[src/rtl/ifu_fetch.sv]
// Instruction fetch unit: program counter, IM address generation and IF/ID register.
// Applies stall and jr/j/branch redirects from decode with MIPS delay-slot semantics.
module ifu_fetch #(
  parameter logic [31:0] PC_RESET = 32'h0000_3000,
  parameter int unsigned ADDR_W   = 10
) (
  input  logic              clk,
  input  logic              rst_n,
  output logic [ADDR_W-1:0] im_addr,
  input  logic [31:0]       im_instr,
  input  logic              stall,
  input  logic              br_taken,
  input  logic [15:0]       br_offset,
  input  logic              j_en,
  input  logic [25:0]       j_index,
  input  logic              jr_en,
  input  logic [31:0]       jr_target,
  output logic [31:0]       pc,
  output logic [31:0]       id_instr,
  output logic [31:0]       id_pc,
  output logic [31:0]       id_pc8,
  output logic              id_valid,
  output logic              addr_err
);

  localparam int unsigned OFF_W = 30;

  logic [31:0]      pc_q, pc_d;
  logic [31:0]      id_instr_q, id_instr_d;
  logic [31:0]      id_pc_q, id_pc_d;
  logic             id_valid_q, id_valid_d;
  logic             addr_err_q, addr_err_d;
  logic [OFF_W-1:0] off_w;
  logic             fetch_fault;
  logic [31:0]      id_pc4;
  logic [31:0]      br_target;
  logic [31:0]      j_target;

  // Word offset of the fetch PC from the IM base; wraps so PCs below the base fault too.
  assign off_w       = pc_q[31:2] - PC_RESET[31:2];
  assign im_addr     = off_w[ADDR_W-1:0];
  assign fetch_fault = (pc_q[1:0] != 2'b00) || (off_w[OFF_W-1:ADDR_W] != '0);

  // Redirect targets are relative to the instruction in ID.
  assign id_pc4    = id_pc_q + 32'd4;
  assign br_target = id_pc4 + {{14{br_offset[15]}}, br_offset, 2'b00};
  assign j_target  = {id_pc4[31:28], j_index, 2'b00};

  // Next PC and IF/ID contents; everything holds while stalled.
  always_comb begin
    pc_d       = pc_q;
    id_instr_d = id_instr_q;
    id_pc_d    = id_pc_q;
    id_valid_d = id_valid_q;
    addr_err_d = addr_err_q;
    if (!stall) begin
      id_instr_d = fetch_fault ? 32'h0 : im_instr;
      id_pc_d    = pc_q;
      id_valid_d = 1'b1;
      addr_err_d = addr_err_q | fetch_fault;
      if (id_valid_q && jr_en) begin
        pc_d = jr_target;
      end else if (id_valid_q && j_en) begin
        pc_d = j_target;
      end else if (id_valid_q && br_taken) begin
        pc_d = br_target;
      end else begin
        pc_d = pc_q + 32'd4;
      end
    end
  end

  // PC and IF/ID pipeline register with asynchronous reset.
  always_ff @(posedge clk or negedge rst_n) begin
    if (!rst_n) begin
      pc_q       <= PC_RESET;
      id_instr_q <= 32'h0;
      id_pc_q    <= 32'h0;
      id_valid_q <= 1'b0;
      addr_err_q <= 1'b0;
    end else begin
      pc_q       <= pc_d;
      id_instr_q <= id_instr_d;
      id_pc_q    <= id_pc_d;
      id_valid_q <= id_valid_d;
      addr_err_q <= addr_err_d;
    end
  end

  assign pc       = pc_q;
  assign id_instr = id_instr_q;
  assign id_pc    = id_pc_q;
  assign id_valid = id_valid_q;
  assign addr_err = addr_err_q;
  assign id_pc8   = id_pc_q + 32'd8;

endmodule

[config.mk]
export PLATFORM = sky130hd
export DESIGN_NAME = ifu_fetch
export DESIGN_NICKNAME = d
export VERILOG_FILES = /design/src/rtl/ifu_fetch.sv
export SDC_FILE = /design/constraint.sdc
export NUM_CORES = 1
export LEC_CHECK = 0
export BUFFER_PORTS_ARGS = -buffer_cell sky130_fd_sc_hd__buf_2
export CAP_MARGIN = 20
export CORE_AREA = 2 2 132 134
export DETAILED_ROUTE_END_ITERATION = 8
export DIE_AREA = 0 0 134 136
export PLACE_DENSITY_LB_ADDON = 0.15
export SYNTH_ARGS = -nofsm -noshare
export SYNTH_HDL_FRONTEND = slang
export SYNTH_SLANG_ARGS = --single-unit
[constraint.sdc]
create_clock -name clk -period 3.62 [get_ports clk]
set_clock_uncertainty 0.1 [all_clocks]
set_input_delay 0.543 -clock clk [delete_from_list [all_inputs] [get_ports clk]]
set_output_delay 0.543 -clock clk [all_outputs]
set_load 0.05 [all_outputs]
# After elaboration in Yosys (flattened, before gate mapping)
# Index checks and enable logic that the tools add are counted.
# W data, S select, Z words.
# totals
ff_bits	98
latch_bits	0
ramBits	0
rom_bits	0
in_bits	112
word_cells	21
n_memories	0
# op_classes
addsub	5
n_mul	0
div	0
magnitude_cmp	0
n_eq_ne	0
shift	0
mux	4
n_bitwise	1
n_reduce_logical	6
# op_table
operator	count
$mux W32	4
$add A32 B3 Y32 const B	2
$add A32 B32 Y32	1
$add A32 B4 Y32 const B	1
$sub A30 B12 Y30 const B	1
$reduce_bool A20 Y1	1
$logic_and A1 B1 Y1	3
$reduce_bool A2 Y1	1
$logic_or A1 B1 Y1	1
$or A1 B1 Y1	1

# Longest topological paths before layout
# depth
ltp_word	5
ltp_mapped	18

# Least setup slack after synthesis
# No wires, ideal clock.
# synth_timing
kind	reg2reg
from	register id_pc_q[4], in the netlist id_pc[4]
to	register pc_q[26], in the netlist pc[26]
setup_time_ps	124
arrival_ps	4011
required_ps	3396
setup_slack_ps	-615
path_stages_with_launch	17
path_cell_list	dfrtp_1 ha_1 and3_1 nand4_1 nor2_1 nand4_1 xnor2_1 ha_1 a21o_1 a21o_1 a21oi_1 o21ai_0 a221o_1 a221oi_2 or3_1 a31oi_1 a211o_1
# synth_via
elab_chain_cells	5
# synth_rtl
item	line	rtl
start, declared	30	logic [31:0] id_pc_q, id_pc_d;
start signal, assigned	84	id_pc_q <= id_pc_d;
$add A32 B3 Y32	45	assign id_pc4 = id_pc_q + 32'd4;
$add A32 B32 Y32	46	assign br_target = id_pc4 + {{14{br_offset[15]}}, br_offset, 2'b00};
$mux W32	65	end else if (id_valid_q && br_taken) begin
$mux W32	63	end else if (id_valid_q && j_en) begin
$mux W32	61	if (id_valid_q && jr_en) begin
end signal, assigned	82	pc_q <= pc_d;
end, declared	28	logic [31:0] pc_q, pc_d;
# Every way passes these cells.
# A chain may end at the register's enable or synchronous reset.

# Final worst setup path
# layout_timing
from	register id_pc_q[3], in the netlist id_pc[3]
to	register pc_q[26], in the netlist pc[26]
# The elaborated chain is that of the path after synthesis.

==> impl_metrics.ini <==
[global_route]
overflow = 0
grt_util_all_layers_pct = 28.8
grt_max_degree = 69
antenna_found_initial = 5
grt_pass1_vias = 7400
grt_pass1_wl_mm = 40.9

[pwr]
ir_worst_vdd_mv = 0.269
total_power_mw = 5.14
power.density_nw_per_um2 = 514
leakage_nw = 4.58

[job]
cap_violations = 0

[sta]
whs_ps = 153
max_freq_mhz = 272
period_needed_ps = 3680
hold_viol_final = 0
rsz0062_at_grt = true
setup_viol = 4
relSlewSlack_pct = 44.4
fin_ws_ps = -57.4
setup_tns_ps = -161
worst_pin_slew_ps = 831
drv_slew = 0
finalCritPeriodShare_pct = 102

[min_path]
hold_class = in -> async

[worst_setup_path]
critPathKind = reg -> reg
cp-end-kind = flop
crit_fanout = 3
cp-start-kind = flop
cp.required_ps = 3760
cp.arrival_ps = 3820

[floorplanning]
core_um2 = 16900
die_h_um = 136
die_area_um2 = 18200
std_cell_rows = 48
die_w_um = 134
ios = 252
initial_core_util_pct = 46.3

[cts]
h-tree-depth = 3
clkTransAtPathRegs_ps = 80
max-clock-path-buffers = 2
root_buffer = clkbuf_16
cts_tree = done
cts_buffers = 9
insertion_delay_ps = 350
numClockSinks = 98

[yosys]
synth_top_area_cell = dfrtp_1
ys_warn_count = 0
synth_area_leaders = dfrtp_1 31%, xnor2_1 7.2%, nand2_1 7.0%
syn_area_um2 = 7810
syn_area_per_cell_um2 = 8.30
async_flop_share_pct = 100
synth.ff_latch_count = 98
synthesis.nets = 1089
synth_cell_types = 75
synth_top_flop_cell = dfrtp_1
yosysSeqAreaShare_pct = 31.4
netlist_instances = 940
yosysTopAreaCellShare_pct = 30.8
synth_enable_flop_cells = 0

[layout]
drive_gt1_share_pct = 36.2
fin_area_um2 = 9990
final_common_cell = buf_2
area_delta_synth_final_pct = 27.9
nFillCells = 1597
finalNonFillerCells = 1431
fin_nets = 1349
final_cell_mix = 249 x buf_2, 144 x nand2_1, 83 x dfrtp_1

[place]
hpwl_mm = 20.1
placed_area_um2 = 9450
port_buffers = 251
gp_congestion = 0.919
place_inst = 1402

[outcome]
status = finished, violations left
violations = setup timing

[routing]
drt_iter0_markers = 633
dr.pass1.iters = 5
route.detailed.drc = 0
ant_nets = 0
routed_wirelength_mm = 26.6
wl_per_cell_um = 18.6
viasPerCell = 5.56
vias = 7960
==> sequential cells by signal, summed over array words and instances, names as in the netlist <==
name and flops:
addr_err 1, id_instr 32, id_pc 32, id_valid 1
pc 32
==> layout make-up <==
class / count / area (um^2) / share of cell area [%]
multi-input cells: 760 / 5120 / 51.3
well taps: 225 / 282 / 2.82
clock buffers: 11 / 243 / 2.43
flip-flops and latches: 98 / 2470 / 24.8
clock inverters: 5 / 36.3 / 0.363
inverters: 12 / 45.0 / 0.451
repair buffers: 319 / 1780 / 17.9
diodes: 1 / 2.50 / 0.0251
==> routing by layer <==
metal / global-route usage (%) / vias up / share of wire [%]
met1: 41.6 / 3766 / 47
met4: 8.33 / 4 / 2.1
met2: 44.0 / 304 / 44
met3: 5.48 / 39 / 6.8
met5: 0 / - / 0.10
li1: - / 3847 / -
==> power by group <==
group	internal, mW	switching, mW	total [mW]
logic	0.943	1.77	2.71
registers	1.23	0.250	1.48
clock network	0.491	0.456	0.947
total	2.66	2.48	5.14
==> synth_stat cells, drive strengths merged, types with 12 or more instances <==
master and count:
nor3 15, nand2 145, clkbuf 39, xnor2 64
nand3 33, xor2 41, nand4 17, dfrtp 96
nor2 72, buf 30, o21ai 81, a21o 13
and3 18, a211oi 13, mux2 32, a21oi 55
inv 12, ha 36
==> through the flow <==
step                setup WS [ps]  util (%)
floorplan                    -181         -
global placement            -47.4      56.0
detailed placement           -116      56.0
CTS                          1.81      57.9
global route                 -199      59.2
finish                      -57.4      59.2
==> worst max-delay path: stages, from the launching register on <==
cell	delay [ps]
dfrtp_2	400
ha_2	200
and4_1	220
nand4_1	240
nor2_2	250
nand2_1	90
xnor2_1	130
ha_1	230
a21o_1	190
a21o_1	160
a21oi_1	130
o21ai_1	100
a221o_1	320
a221oi_2	300
or3_1	160
a31oi_1	70
a211o_1	260
==> path summary, 6_finish.rpt <==
check / start / end / slack (ps) / depth (start not counted)
max: id_pc[3] / pc[26] / -60 / 16
min: rst_n / id_instr[29] / 150 / 1
max reg2reg: id_pc[3] / pc[26] / -60 / 16
min reg2reg: id_instr[2] / id_instr[2] / 380 / 2
max in group asynchronous: rst_n / pc[12] / 2500 / 2
min in group clk: im_instr[12] / id_instr[12] / 330 / 3
==> what timing repair did <==
action                                  in CTS  in global routing
resized for setup                            4                 35
endpoints found under the setup margin       8                 15
pin swaps                                    7                 23
setup buffers                                4                  8
hold buffers                                 0                  0
==> cells by family after synthesis <==
logic type                 synth area share [%]
and+or+nand+nor                            20.9
AOI/OAI and AO/OA                          19.5
xor gates and xnor gates                   11.8
DFF                                        31.4
buffers and inverters                      5.59
adders and majority gates                  6.03
muxes                                      4.74
(Power assumes the default switching activity.)
